## src/rtl/piso_shift_param.sv

```systemverilog
// piso_shift_param
// Parallel-in/serial-out shift register. It accepts a word through a load
// handshake and then streams the word out one bit at a time. The bit order
// is selectable, shift_en can stall the output, and a new word can follow
// the previous one with no idle cycle between them.
//
// Parameters
//   WIDTH      : word width in bits, legal range 2..32
//   MSB_FIRST  : 1 sends parallel_in[WIDTH-1] first, 0 sends parallel_in[0] first
//   IDLE_LEVEL : level driven on serial_out while no word is active
//
// Ports
//   clk          : clock, rising edge
//   rst_n        : asynchronous active-low reset
//   load         : request to accept parallel_in
//   load_ready   : a word can be accepted on this edge (combinational)
//   parallel_in  : word to serialise, sampled only on an accepted load
//   shift_en     : advance enable; 0 holds the current bit
//   serial_out   : current serial bit (registered)
//   serial_valid : serial_out carries a word bit (registered)
//   last         : current bit is the final bit of the word
//   bit_cnt      : index of the current bit within the word, 0 = first bit
//   done         : one-cycle pulse after the final bit has been consumed
module piso_shift_param #(
  parameter int unsigned WIDTH      = 4,
  parameter bit          MSB_FIRST  = 1'b1,
  parameter bit          IDLE_LEVEL = 1'b0
) (
  input  logic                     clk,
  input  logic                     rst_n,
  input  logic                     load,
  output logic                     load_ready,
  input  logic [WIDTH-1:0]         parallel_in,
  input  logic                     shift_en,
  output logic                     serial_out,
  output logic                     serial_valid,
  output logic                     last,
  output logic [$clog2(WIDTH)-1:0] bit_cnt,
  output logic                     done
);

  localparam int unsigned   CW       = $clog2(WIDTH);
  localparam logic [CW-1:0] LAST_IDX = CW'(WIDTH - 1);

  typedef enum logic {
    ST_IDLE,
    ST_SHIFT
  } state_e;

  state_e           state_q, state_d;
  logic [WIDTH-1:0] sreg_q, sreg_d;
  logic [WIDTH-1:0] sreg_shifted;
  logic [CW-1:0]    cnt_q, cnt_d;
  logic             sout_q, sout_d;
  logic             done_q, done_d;
  logic             final_bit;
  logic             accept;
  logic             consume;

  assign serial_valid = (state_q == ST_SHIFT);
  assign final_bit    = serial_valid && (cnt_q == LAST_IDX);
  assign last         = final_bit;
  // A new word may enter on the same edge that consumes the final bit.
  // This lets words stream back to back with no idle cycle.
  assign load_ready   = !serial_valid || (final_bit && shift_en);
  assign accept       = load && load_ready;
  assign consume      = serial_valid && shift_en;

  assign serial_out   = sout_q;
  assign bit_cnt      = cnt_q;
  assign done         = done_q;

  // The bit on serial_out is always at the output end of the register.
  // Shifting moves the next bit into that position.
  always_comb begin
    if (MSB_FIRST) begin
      sreg_shifted = {sreg_q[WIDTH-2:0], 1'b0};
    end else begin
      sreg_shifted = {1'b0, sreg_q[WIDTH-1:1]};
    end
  end

  always_comb begin
    state_d = state_q;
    sreg_d  = sreg_q;
    cnt_d   = cnt_q;
    done_d  = 1'b0;

    if (consume) begin
      sreg_d = sreg_shifted;
      if (final_bit) begin
        done_d  = 1'b1;
        state_d = ST_IDLE;
        cnt_d   = '0;
      end else begin
        cnt_d = cnt_q + CW'(1);
      end
    end

    // An accept takes priority over the return to IDLE on the final-bit edge.
    if (accept) begin
      sreg_d  = parallel_in;
      cnt_d   = '0;
      state_d = ST_SHIFT;
    end

    // serial_out is registered, so it is taken from the next register value.
    if (state_d == ST_SHIFT) begin
      sout_d = MSB_FIRST ? sreg_d[WIDTH-1] : sreg_d[0];
    end else begin
      sout_d = IDLE_LEVEL;
    end
  end

  always_ff @(posedge clk or negedge rst_n) begin
    if (!rst_n) begin
      state_q <= ST_IDLE;
      sreg_q  <= '0;
      cnt_q   <= '0;
      sout_q  <= IDLE_LEVEL;
      done_q  <= 1'b0;
    end else begin
      state_q <= state_d;
      sreg_q  <= sreg_d;
      cnt_q   <= cnt_d;
      sout_q  <= sout_d;
      done_q  <= done_d;
    end
  end

endmodule

```

## config.mk

```make
export PLATFORM = sky130hd
export DESIGN_NAME = piso_shift_param
export DESIGN_NICKNAME = d
export VERILOG_FILES = /design/src/rtl/piso_shift_param.sv
export SDC_FILE = /design/constraint.sdc
export NUM_CORES = 1
export LEC_CHECK = 0
export ABC_AREA = 1
export BUFFER_PORTS_ARGS = -buffer_cell sky130_fd_sc_hd__buf_4
export CORE_AREA = 2 2 39 41
export CTS_BUF_LIST = sky130_fd_sc_hd__clkbuf_4 sky130_fd_sc_hd__clkbuf_8 sky130_fd_sc_hd__clkbuf_16
export DETAILED_ROUTE_END_ITERATION = 8
export DIE_AREA = 0 0 41 43
export PLACE_DENSITY = 0.68
export SETUP_SLACK_MARGIN = 0.3
export SKIP_LAST_GASP = 1
export SLEW_MARGIN = 0
export SYNTH_ARGS = -nofsm -noshare
export SYNTH_HDL_FRONTEND = slang
export SYNTH_SLANG_ARGS = --single-unit
export TNS_END_PERCENT = 5
```

## constraint.sdc

```tcl
create_clock -name clk -period 1.6 [get_ports clk]
set_clock_uncertainty 0.15 [all_clocks]
set_input_delay 0.24 -clock clk [delete_from_list [all_inputs] [get_ports clk]]
set_output_delay 0.24 -clock clk [all_outputs]
set_load 0.01 [all_outputs]
```

==> Yosys cells after proc, flatten, opt, wreduce, memory -nomap -nowiden <==
Cells that the tools add are included.
{ "word_totals": {"reg_bits": 9, "elab_cells": 26, "inputBits": 8, "out_inout_bits": 7} }
{ "classes": {"muxes": 11, "reduce_logical": 7, "add_sub_neg": 1, "eq_ne": 1} }
{ "ops": {"columns": ["op", "count"], "rows": [
  ["4-bit 2-to-1 mux", 2],
  ["1-bit 2-to-1 mux", 6],
  ["2-bit 2-to-1 mux", 3],
  ["1-bit logical AND", 4],
  ["2-bit by 1-bit adder with 2-bit output, second input constant", 1],
  ["2-bit equality test, second input constant", 1],
  ["2-bit nonzero test", 1],
  ["1-bit zero test", 1],
  ["1-bit logical OR", 1]
]} }

==> Depth between registers and ports, before layout <==
Gate-level depths: netlist (run 1).
{ "logic_depth": {"depth_word": 7, "mapped_depth": 7, "ltp_nobuf": 7} }

==> Worst setup path before layout (run 1) <==
No wires, ideal clock.
{ "synth_timing": {"kind": "register -> register", "from": "register cnt_q[0] (netlist: bit_cnt[0])", "to": "register sout_q (netlist: serial_out)", "period_less_slack_ps": 1376, "t_arrival_ps": 1103, "setup_slack_ps": 224, "n_path_buf": 0, "path_stages_with_launch": 8, "setup_ps": 123, "required_ps": 1327, "cell_sequence": "dfrtp_1 ha_1 nand2_2 nand2_2 nand2_4 nand2_1 nand2_2 nor2_2"} }
{ "synth_via": {"elab_chain_len": 7, "word_cells_on_any_way": 10, "classes_between": "eq/ne (1); mux (5); reduce/logical (4)"} }
{ "synth_lines": {"columns": ["item", "line", "text"], "rows": [
  ["start: declaration", "53", "logic [CW-1:0] cnt_q, cnt_d;"],
  ["start signal: assignment", "125", "cnt_q <= cnt_d;"],
  ["2-bit equality test *", "61", "assign final_bit = serial_valid && (cnt_q == LAST_IDX);"],
  ["1-bit logical AND *", "61", null],
  ["1-bit logical AND *", "65", "assign load_ready = !serial_valid || (final_bit && shift_en);"],
  ["1-bit logical OR *", "65", null],
  ["via load_ready", "32", "output logic load_ready,"],
  ["1-bit logical AND *", "66", "assign accept = load && load_ready;"],
  ["4-bit 2-to-1 mux / 1-bit 2-to-1 mux (equally long branches)", "101", "if (accept) begin"],
  ["1-bit 2-to-1 mux *", "108", "if (state_d == ST_SHIFT) begin"],
  ["via sout_d", "54", "logic sout_q, sout_d;"],
  ["end signal: assignment", "126", "sout_q <= sout_d;"],
  ["end: declaration", "54", null]
]} }
Mark *: on every way through the listed nets, which the timed path passes. The rest lies on a longest branch.
A chain may end at the register's enable or synchronous reset.

==> Final worst setup path (run 1) <==
{ "layout_timing": {"from": "register cnt_q[0] (netlist: bit_cnt[0])", "to": "output port load_ready"} }
{ "layout_via": {"elab_chain_len": 4} }
{ "layout_lines": {"columns": ["item", "line"], "rows": [
  ["2-bit equality test", "61"],
  ["1-bit logical AND", "61"],
  ["1-bit logical AND", "65"],
  ["1-bit logical OR", "65"],
  ["end: declaration", "32"]
]} }
No other way between the ends.

==> results.json, run 1 <==
{
  "fin_area_um2": 636,
  "drive_above_1_share_pct": 41.1,
  "cp-startpoint": "bit_cnt[0]",
  "clockBufferDepth": 2,
  "grt_antenna_before_repair": 0,
  "postPlaceCellArea_um2": 562,
  "rsz0062_at_grt": "true",
  "avgSynthCellArea_um2": 8.58,
  "die_w_um": 41,
  "dieArea_um2": 1760,
  "finalNetCount": 83,
  "grt_pass1_wl_um": 1550,
  "p_leak_nw": 0.358,
  "arrival_ps": 1100,
  "first_iter_violations": 16,
  "cap_violations": 0,
  "finalSetupViolCount": 0,
  "min_to": "sreg_q[0]",
  "syn_inst": 50,
  "period_share_pct": 93.4,
  "synth_edf_count": 0,
  "hold_path_depth": 3,
  "row_count": 14,
  "ys_ff_latch": 9,
  "clock-sinks": 9,
  "drc": 0,
  "synth.yosys.seq_area_share_pct": 52.5,
  "first_pass_iters": 4,
  "drt-total-wl_um": 905,
  "cts_made_buffers": 3,
  "io_pins": 15,
  "area_delta_synth_final_pct": 48.1,
  "rr_worst_depth": 8,
  "slew_headroom_pct": 82.4,
  "yosys_warnings": 0,
  "ys_top_cells_by_count": "nand2_1, dfrtp_1, nand3_1",
  "dp.final_hpwl_um": 681,
  "reg2reg_to": "serial_out",
  "cp.required_ps": 1210,
  "cts_tree": "done",
  "core_region_area_um2": 1380,
  "port_buffers": 14,
  "status": "complete, no violations",
  "irDropWorstVdd_mv": 0.568,
  "min_from": "parallel_in[0]",
  "layout_min_cycle_time_ps": 1490,
  "critPathKind": "flop to primary output",
  "setup_tns_ps": 0,
  "overflow": 0,
  "cp-end-kind": "primary output",
  "hold_viol_final": 0,
  "syn-cell-area_um2": 429,
  "synth_top_flop_cell": "dfrtp_1",
  "critPathLaunchType": "flop",
  "gp_congestion": 0.789,
  "hp-class": "input pin to flop",
  "ys_top_cells_by_area": "dfrtp_1, nand3_1, nand2_1",
  "crit_fanout": 3,
  "synth.most_common_cell": "nand2_1",
  "drv_slew": 0,
  "antenna-diode-count": 0,
  "synth_fp_nets": 59,
  "grt_start_max_net_pins": 10,
  "num_vias": 405,
  "grt_pass1_vias": 408,
  "ant_nets": 0,
  "fmax_mhz": 669,
  "clockRootBuffer": "clkbuf_4",
  "power_w": 0.00104,
  "synth.largest_area_cell": "dfrtp_1",
  "rrSetupSlack_ps": 220,
  "reg2reg_from": "bit_cnt[0]",
  "tightest_slew_ps": 265,
  "htree_levels": 1,
  "synth_top_area_share_pct": 52.5,
  "synth_cell_type_count": 14,
  "drt-wirelength-per-cell_um": 10.2,
  "clk_latency_ps": 260,
  "clk_pin_slew_ps": 60,
  "die_y_um": 43,
  "power.density_nw_per_um2": 1640,
  "vias_per_cell": 4.55,
  "async_flop_share_pct": 100,
  "track_usage_pct": 13.3,
  "start_util_pct": 31.0
}
[cell usage in the layout, fill, tap and decap left out, drive strengths merged]
cell type / count
clkbuf: 4
o21ai: 1
nor2: 2
inv: 8
ha: 1
buf: 18
dfrtp: 9
nand3: 9
a21oi: 1
nand2: 17
o21a: 1
nand3b: 1
dlygate4sd3: 1
[layout make-up]
| cell class | count | area [um2] |
|---|---|---|
| fill | 132 | 748 |
| tap | 16 | 20.0 |
| sequential | 9 | 225 |
| multi-input combinational | 33 | 181 |
| timing repair buffer | 19 | 149 |
| clock buffer | 4 | 30.0 |
| inverter | 8 | 30.0 |
[cells by family after synthesis]
family / count (synthesis) / synth area share (%)
adder cells (fa/ha/maj): 1 / 2.91
AND/OR/NAND/NOR: 29 / 33.5
flip-flops: 9 / 52.5
AO/OA/AOI/OAI: 3 / 4.08
buffers and inverters: 8 / 7.00
[through the flow]
| stage | hold slack, ps | utilization [%] | std cells | worst slack, ps |
|---|---|---|---|---|
| after floorplan | -206 | - | 50 | 304 |
| after global placement | -79.9 | 40.6 | 80 | 290 |
| after detailed placement | -79.0 | 40.6 | 80 | 264 |
| after CTS | 59.0 | 45.9 | 89 | 92.8 |
| after global routing | 87.4 | 45.9 | 89 | 53.7 |
| final | 65.0 | 45.9 | 89 | 105 |
[power breakdown]
group          switching [W]  internal (W)
sequential         0.0000464      0.000315
combinational       0.000238      0.000251
clock              0.0000800      0.000113
total               0.000364      0.000679
[per-layer routing]
layer | part of all wire [%] | global-route usage (%) | vias up
li1 | - | - | 203
met1 | 46 | 17.2 | 186
met2 | 45 | 18.1 | 12
met3 | 4.5 | 1.57 | 4
met4 | 3.6 | 12.0 | 0
met5 | 0 | 0 | -
[critical path: stages (launching register included)]
cell and delay [ps]:
dfrtp_1 380, ha_2 200, nand2_2 90, nand2_4 50
buf_6 120
[flip-flops by register name (all words and copies together) (netlist names)]
signal        count
serial_out        1
bit_cnt           2
serial_valid      1
done              1
sreg_q            4
[worst max-delay path by stage]
stage,to,slack (ps),depth (start not counted)
global route,load_ready,50,4
CTS,load_ready,90,4
finish,load_ready,110,4
floorplan,serial_out,300,7
detailed placement,load_ready,260,4
global placement,load_ready,290,4
[repair_timing]
| item | 4_1_cts | 5_1_grt |
|---|---|---|
| setup endpoints to repair | 5 | 12 |
| gates resized for setup | 1 | 0 |
| hold endpoints to repair | 9 | 0 |
| setup buffers | 4 | 0 |
| hold buffers | 1 | 0 |
| pin swaps | 2 | 0 |
Power figures use the tool's default switching activity.
==> run 2, diff against run 1 <==
- CORE_AREA: 2 2 39 41 -> not set
- CORE_MARGIN: not set -> 2
- CORE_UTILIZATION: not set -> 30
- DIE_AREA: 0 0 41 43 -> not set
- PLACE_DENSITY: 0.68 -> 0.65
- SETUP_SLACK_MARGIN: 0.3 -> 0.02
==> run 2 against run 1 <==
  * Die area is 0.80% lower
  * Register-to-register slack gained 110 ps
  * Wire length is 7.6% lower
  * Cell area grew 1.6%
  * Utilization grew 3.1 points
  * Combinational power up 3%
  * Via count shrank 5.2%
  * Clock power is 3% lower
  * First-iteration DRC count down 44%
  * Sequential power is 3% higher
  * Critical endpoint unchanged
==> results.json, run 2 (synthesis results as in run 1) <==
{
  "clockBufferDepth": 2,
  "min_to": "sreg_q[0]",
  "largest_reg_flops": 4,
  "drive_above_1_share_pct": 41.1,
  "crit_path_max_incr_delay_ps": 400,
  "crit_fanout": 6,
  "period_share_pct": 95.1,
  "status": "complete, no violations",
  "start_util_pct": 32.6,
  "track_usage_pct": 10.8,
  "slew_headroom_pct": 82.3,
  "final_cell_mix": "buf_4, nand2_1, nand3_1, dfrtp_1, inv_1",
  "clk_pin_slew_ps": 60,
  "htree_levels": 1,
  "critPathKind": "flop to primary output",
  "grtUsageMet1_pct": 11.7,
  "cts_tree": "done",
  "grt_start_max_net_pins": 10,
  "drc": 0,
  "swShare_pct": 34.6,
  "min_from": "parallel_in[0]",
  "clk_latency_ps": 260,
  "drt-total-wl_um": 836,
  "first_pass_iters": 4,
  "critPathTopFamily": "flip-flops",
  "core_region_area_um2": 1320,
  "seq_power_share_pct": 35.0,
  "area_delta_synth_final_pct": 50.4,
  "rr_worst_depth": 5,
  "holdWs_ps": 73.7,
  "tightest_slew_ps": 266,
  "largest_register": "sreg_q",
  "cp.required_ps": 1210,
  "rsz0062_at_grt": "false",
  "crit_buf_inv": 1,
  "clock-sinks": 9,
  "crit_top_cell": "nand2_4",
  "critPathSlowestCell": "dfrtp_1",
  "port_buffers": 14,
  "cts_made_buffers": 3,
  "dp.final_hpwl_um": 641,
  "grtUsageMet3_pct": 4.35,
  "hold_path_depth": 3,
  "num_vias": 384,
  "ant_nets": 0,
  "power.density_nw_per_um2": 1650,
  "cap_violations": 0,
  "layout_min_cycle_time_ps": 1520,
  "p_int_w": 0.000695,
  "setup_tns_ps": 0,
  "cp-end-kind": "primary output",
  "fmax_mhz": 657,
  "finalSetupViolCount": 0,
  "dieArea_um2": 1750,
  "grt_antenna_before_repair": 0,
  "grt_pass1_vias": 358,
  "grtUsageMet2_pct": 15.9,
  "arrival_ps": 1130,
  "drv_slew": 0,
  "hold_viol_final": 0,
  "clockRootBuffer": "clkbuf_4",
  "p_switching_w": 0.000368,
  "grt_pass1_wl_um": 1360,
  "cp.depth": 4,
  "vias_per_cell": 4.36,
  "die_w_um": 41.8,
  "gp_congestion": 0.764,
  "grt-busiest-layer": "met2",
  "reg2reg_from": "bit_cnt[1]",
  "critPathLaunchType": "flop",
  "die_y_um": 41.8,
  "reg2reg_to": "serial_valid",
  "pwr-share-comb_pct": 47.3,
  "finalNetCount": 83,
  "p_leak_nw": 0.366,
  "final_common_cell": "buf_4",
  "row_count": 13,
  "irDropWorstVdd_mv": 0.603,
  "overflow": 0,
  "drt-wirelength-per-cell_um": 9.50,
  "power.share.clock_pct": 17.6,
  "hp-class": "input pin to flop",
  "rrSetupSlack_ps": 330,
  "io_pins": 15,
  "antenna-diode-count": 0,
  "worstPathCellList": "ha_4 > nand2_4 > nand2_4 > buf_4",
  "first_iter_violations": 9
}
-- run 2: cell type report --
cell class	instances	area (um2)
multi-input cells	33	196
well taps	15	18.8
inverters	8	30.0
fillers	136	672
flip-flops and latches	9	225
repair buffers	19	145
clock buffers	4	30.0
-- run 2: how the worst max path moves through the flow --
stage                      end  startpoint
floorplan           serial_out  bit_cnt[0]
global placement    load_ready  bit_cnt[0]
CTS                 load_ready  bit_cnt[0]
finish              load_ready  bit_cnt[1]
global route        load_ready  bit_cnt[0]
detailed placement  load_ready  bit_cnt[0]
-- run 2: stage by stage --
| step | power [W] | instances | setup WS, ps | area [um2] | util, % |
|---|---|---|---|---|---|
| 3_5_place_dp | 0.000776 | 79 | 188 | 553 | 42.0 |
| 4_1_cts | 0.00103 | 87 | 32.1 | 623 | 47.3 |
| 6_report | 0.00106 | 88 | 78.8 | 646 | 49.0 |
| 5_1_grt | 0.00115 | 88 | 30.3 | 646 | 49.0 |
| 2_1_floorplan | 0.000604 | 50 | 224 | 429 | - |
| 3_3_place_gp | 0.000766 | 79 | 219 | 553 | 42.0 |
-- run 2: worst reg2reg max path: stages, from the launching register on --
cell	delay [ps]
dfrtp_1	380
ha_4	170
nand2_4	50
buf_4	130
a21oi_1	200
inv_1	70
-- run 2: power groups by stage --
stage	clock, W	sequential (W)	combinational, W
2_1_floorplan	0	0.000390	0.000215
3_3_place_gp	0	0.000370	0.000396
3_5_place_dp	0	0.000374	0.000402
4_1_cts	0.000198	0.000362	0.000472
5_1_grt	0.000209	0.000384	0.000559
6_report	0.000187	0.000372	0.000503
-- run 2: repair_timing --
item / 4_1_cts / 5_1_grt
resized for setup: 2 / 2
pin swaps: 1 / 1
cloned: 0 / 0
endpoints found under the setup margin: 1 / 1
hold endpoints to repair: 9 / 0
hold buffers: 1 / 0
buffers inserted: 3 / 1
-- run 2: routing by layer --
| metal | vias up | share of wire [%] |
|---|---|---|
| li1 | 203 | - |
| met1 | 166 | 44 |
| met2 | 13 | 48 |
| met3 | 2 | 6.6 |
| met4 | 0 | 0.72 |
| met5 | - | 0 |
==> run 3, diff against run 2 <==
- ABC_AREA: 1 -> not set
- CORE_AREA: not set -> 2 2 39 41
- CORE_MARGIN: 2 -> not set
- CORE_UTILIZATION: 30 -> not set
- DIE_AREA: not set -> 0 0 41 43
- PLACE_DENSITY: 0.65 -> 0.71
- SLEW_MARGIN: 0 -> not set
==> run 3 against run 2 <==
  * Global-route usage is 3.6 points higher
  * Sequential share of layout area shrank 1.6 points
  * Largest power group unchanged
  * Critical endpoint unchanged
  * Combinational power increased by 4.0%
  * Synthesized area up 9.9%
  * Die area is 0.81% higher
==> results.json, run 3 <==
{
  "antenna-diode-count": 0,
  "die_y_um": 43,
  "critPathKind": "flop to primary output",
  "period_share_pct": 97.7,
  "htree_levels": 1,
  "p_leak_nw": 0.345,
  "irDropWorstVdd_mv": 0.707,
  "cts_tree": "done",
  "avgSynthCellArea_um2": 10.5,
  "power.density_nw_per_um2": 1580,
  "track_usage_pct": 14.4,
  "cp.required_ps": 1210,
  "hp-class": "input pin to flop",
  "fmax_mhz": 640,
  "dp.final_hpwl_um": 703,
  "drt-wirelength-per-cell_um": 11.8,
  "rsz0062_at_grt": "true",
  "power.share.clock_pct": 17.2,
  "grt_pass1_vias": 428,
  "finalSetupViolCount": 0,
  "clk_latency_ps": 250,
  "first_pass_iters": 4,
  "drc": 0,
  "drv_slew": 0,
  "async_flop_share_pct": 100,
  "cap_violations": 0,
  "ys_ff_latch": 9,
  "synth_top_family_by_area": "simple AND/OR/NAND/NOR gates",
  "core_region_area_um2": 1380,
  "finalNetCount": 77,
  "clockBufferDepth": 2,
  "synth_edf_count": 0,
  "clk_pin_slew_ps": 60,
  "nFillCells": 142,
  "crit_fanout": 3,
  "syn-cell-area_um2": 472,
  "cp-end-kind": "primary output",
  "p_switching_w": 0.000339,
  "pwr-share-comb_pct": 48.6,
  "cts_made_buffers": 3,
  "synth.largest_area_cell": "dfrtp_1",
  "die_w_um": 41,
  "muxShareOfSynthArea_pct": 9.55,
  "syn_inst": 45,
  "first_iter_violations": 10,
  "layout_min_cycle_time_ps": 1560,
  "synth_top_area_share_pct": 47.7,
  "tightest_slew_ps": 275,
  "status": "complete, no violations",
  "synth.yosys.seq_area_share_pct": 47.7,
  "hold_viol_final": 0,
  "final_cell_mix": "buf_4, dfrtp_1, nand3_1",
  "ys_top_cells_by_area": "dfrtp_1, mux2i_1, nand3_1",
  "drt-total-wl_um": 982,
  "yosys_warnings": 0,
  "row_count": 14,
  "swShare_pct": 31.6,
  "p_int_w": 0.000736,
  "vias_per_cell": 4.99,
  "final_common_cell": "buf_4",
  "grt_antenna_before_repair": 0,
  "grt_pass1_wl_um": 1660,
  "start_util_pct": 34.1,
  "drive_above_1_share_pct": 44.8,
  "ys_top_cells_by_count": "dfrtp_1, nand3_1, nand2_1",
  "synth_compound_area_share_pct": 13.8,
  "dieArea_um2": 1760,
  "io_pins": 15,
  "slew_headroom_pct": 81.6,
  "clock-sinks": 9,
  "synth_cell_type_count": 21,
  "area_delta_synth_final_pct": 44.0,
  "arrival_ps": 1170,
  "gp_congestion": 0.772,
  "largest_reg_flops": 4,
  "rrSetupSlack_ps": 110,
  "grt_start_max_net_pins": 13,
  "overflow": 0,
  "synth_top_flop_cell": "dfrtp_1",
  "ant_nets": 0,
  "fin_util_pct": 49.1,
  "synth_fp_nets": 54,
  "largest_register": "sreg_q",
  "synth-xor-area-share_pct": 0,
  "clockRootBuffer": "clkbuf_4",
  "port_buffers": 14,
  "seq_power_share_pct": 34.1,
  "holdWs_ps": 79.7,
  "critPathLaunchType": "flop",
  "power_w": 0.00108,
  "synth.most_common_cell": "dfrtp_1",
  "synthAdderAreaFrac_pct": 2.65,
  "yosys.area_share.simple_pct": 21.2,
  "num_vias": 414
}
-- run 3: path summary, 6_finish.rpt --
path,cells after the start,startpoint,end
min in group asynchronous,2,rst_n,bit_cnt[0]
max in group asynchronous,2,rst_n,serial_valid
max reg2reg,6,bit_cnt[0],bit_cnt[1]
max,3,bit_cnt[1],load_ready
min reg2reg,2,sreg_q[1],sreg_q[1]
min,3,parallel_in[3],sreg_q[3]
-- run 3: cells by family (layout without fill, tap and decap cells) --
family,count (synthesis),after routing
AOI/OAI and AO/OA,8,8
adders and majority gates,1,1
buffers and inverters,4,26
DFF,9,9
muxes,4,4
and+or+nand+nor,19,19
-- run 3: critical path, stage by stage (launching register included) --
cell and delay (ps):
dfrtp_1 410, ha_4 180, a21bo_4 210, buf_6 110
-- run 3: power by group through the flow --
stage / clock [W] / sequential, W / combinational, W
finish: 0.000185 / 0.000367 / 0.000523
global placement: 0 / 0.000365 / 0.000384
floorplan: 0 / 0.000371 / 0.000240
CTS: 0.000193 / 0.000363 / 0.000505
detailed placement: 0 / 0.000369 / 0.000391
global route: 0.000216 / 0.000375 / 0.000576
-- run 3: metal layers --
layer / wire [um] / vias to the layer above / track usage (%)
li1: - / 204 / -
met1: 358 / 197 / 14.2
met2: 559 / 13 / 24.4
met3: 65 / 0 / 7.85
met4: 0 / 0 / 4.00
met5: 0 / - / 0
-- run 3: repair_timing --
action / in CTS / in global routing
hold buffers: 1 / 0
endpoints found under the setup margin: 2 / 2
pin swaps: 2 / 1
setup buffers: 5 / 1
endpoints found under the hold margin: 9 / 0
gates cloned: 0 / 0
resized for setup: 3 / 1
-- run 3: stage by stage --
step           area (um2)  std cells  setup slack (ps)  setup TNS, ps
2_1_floorplan         472         45               176              0
3_3_place_gp          577         72               138              0
3_5_place_dp          577         72               118              0
4_1_cts               671         82              33.7              0
5_1_grt               679         83             -2.86          -2.86
6_report              679         83              37.4              0
-- run 3: final cells by class --
cell class / instances / area (um2) / share of cell area (%)
multi-input combinational: 32 / 235 / 34.6
sequential: 9 / 226 / 33.3
timing repair buffer: 21 / 164 / 24.1
clock buffer: 4 / 30.0 / 4.42
tap: 16 / 20.0 / 2.95
inverter: 1 / 3.75 / 0.552
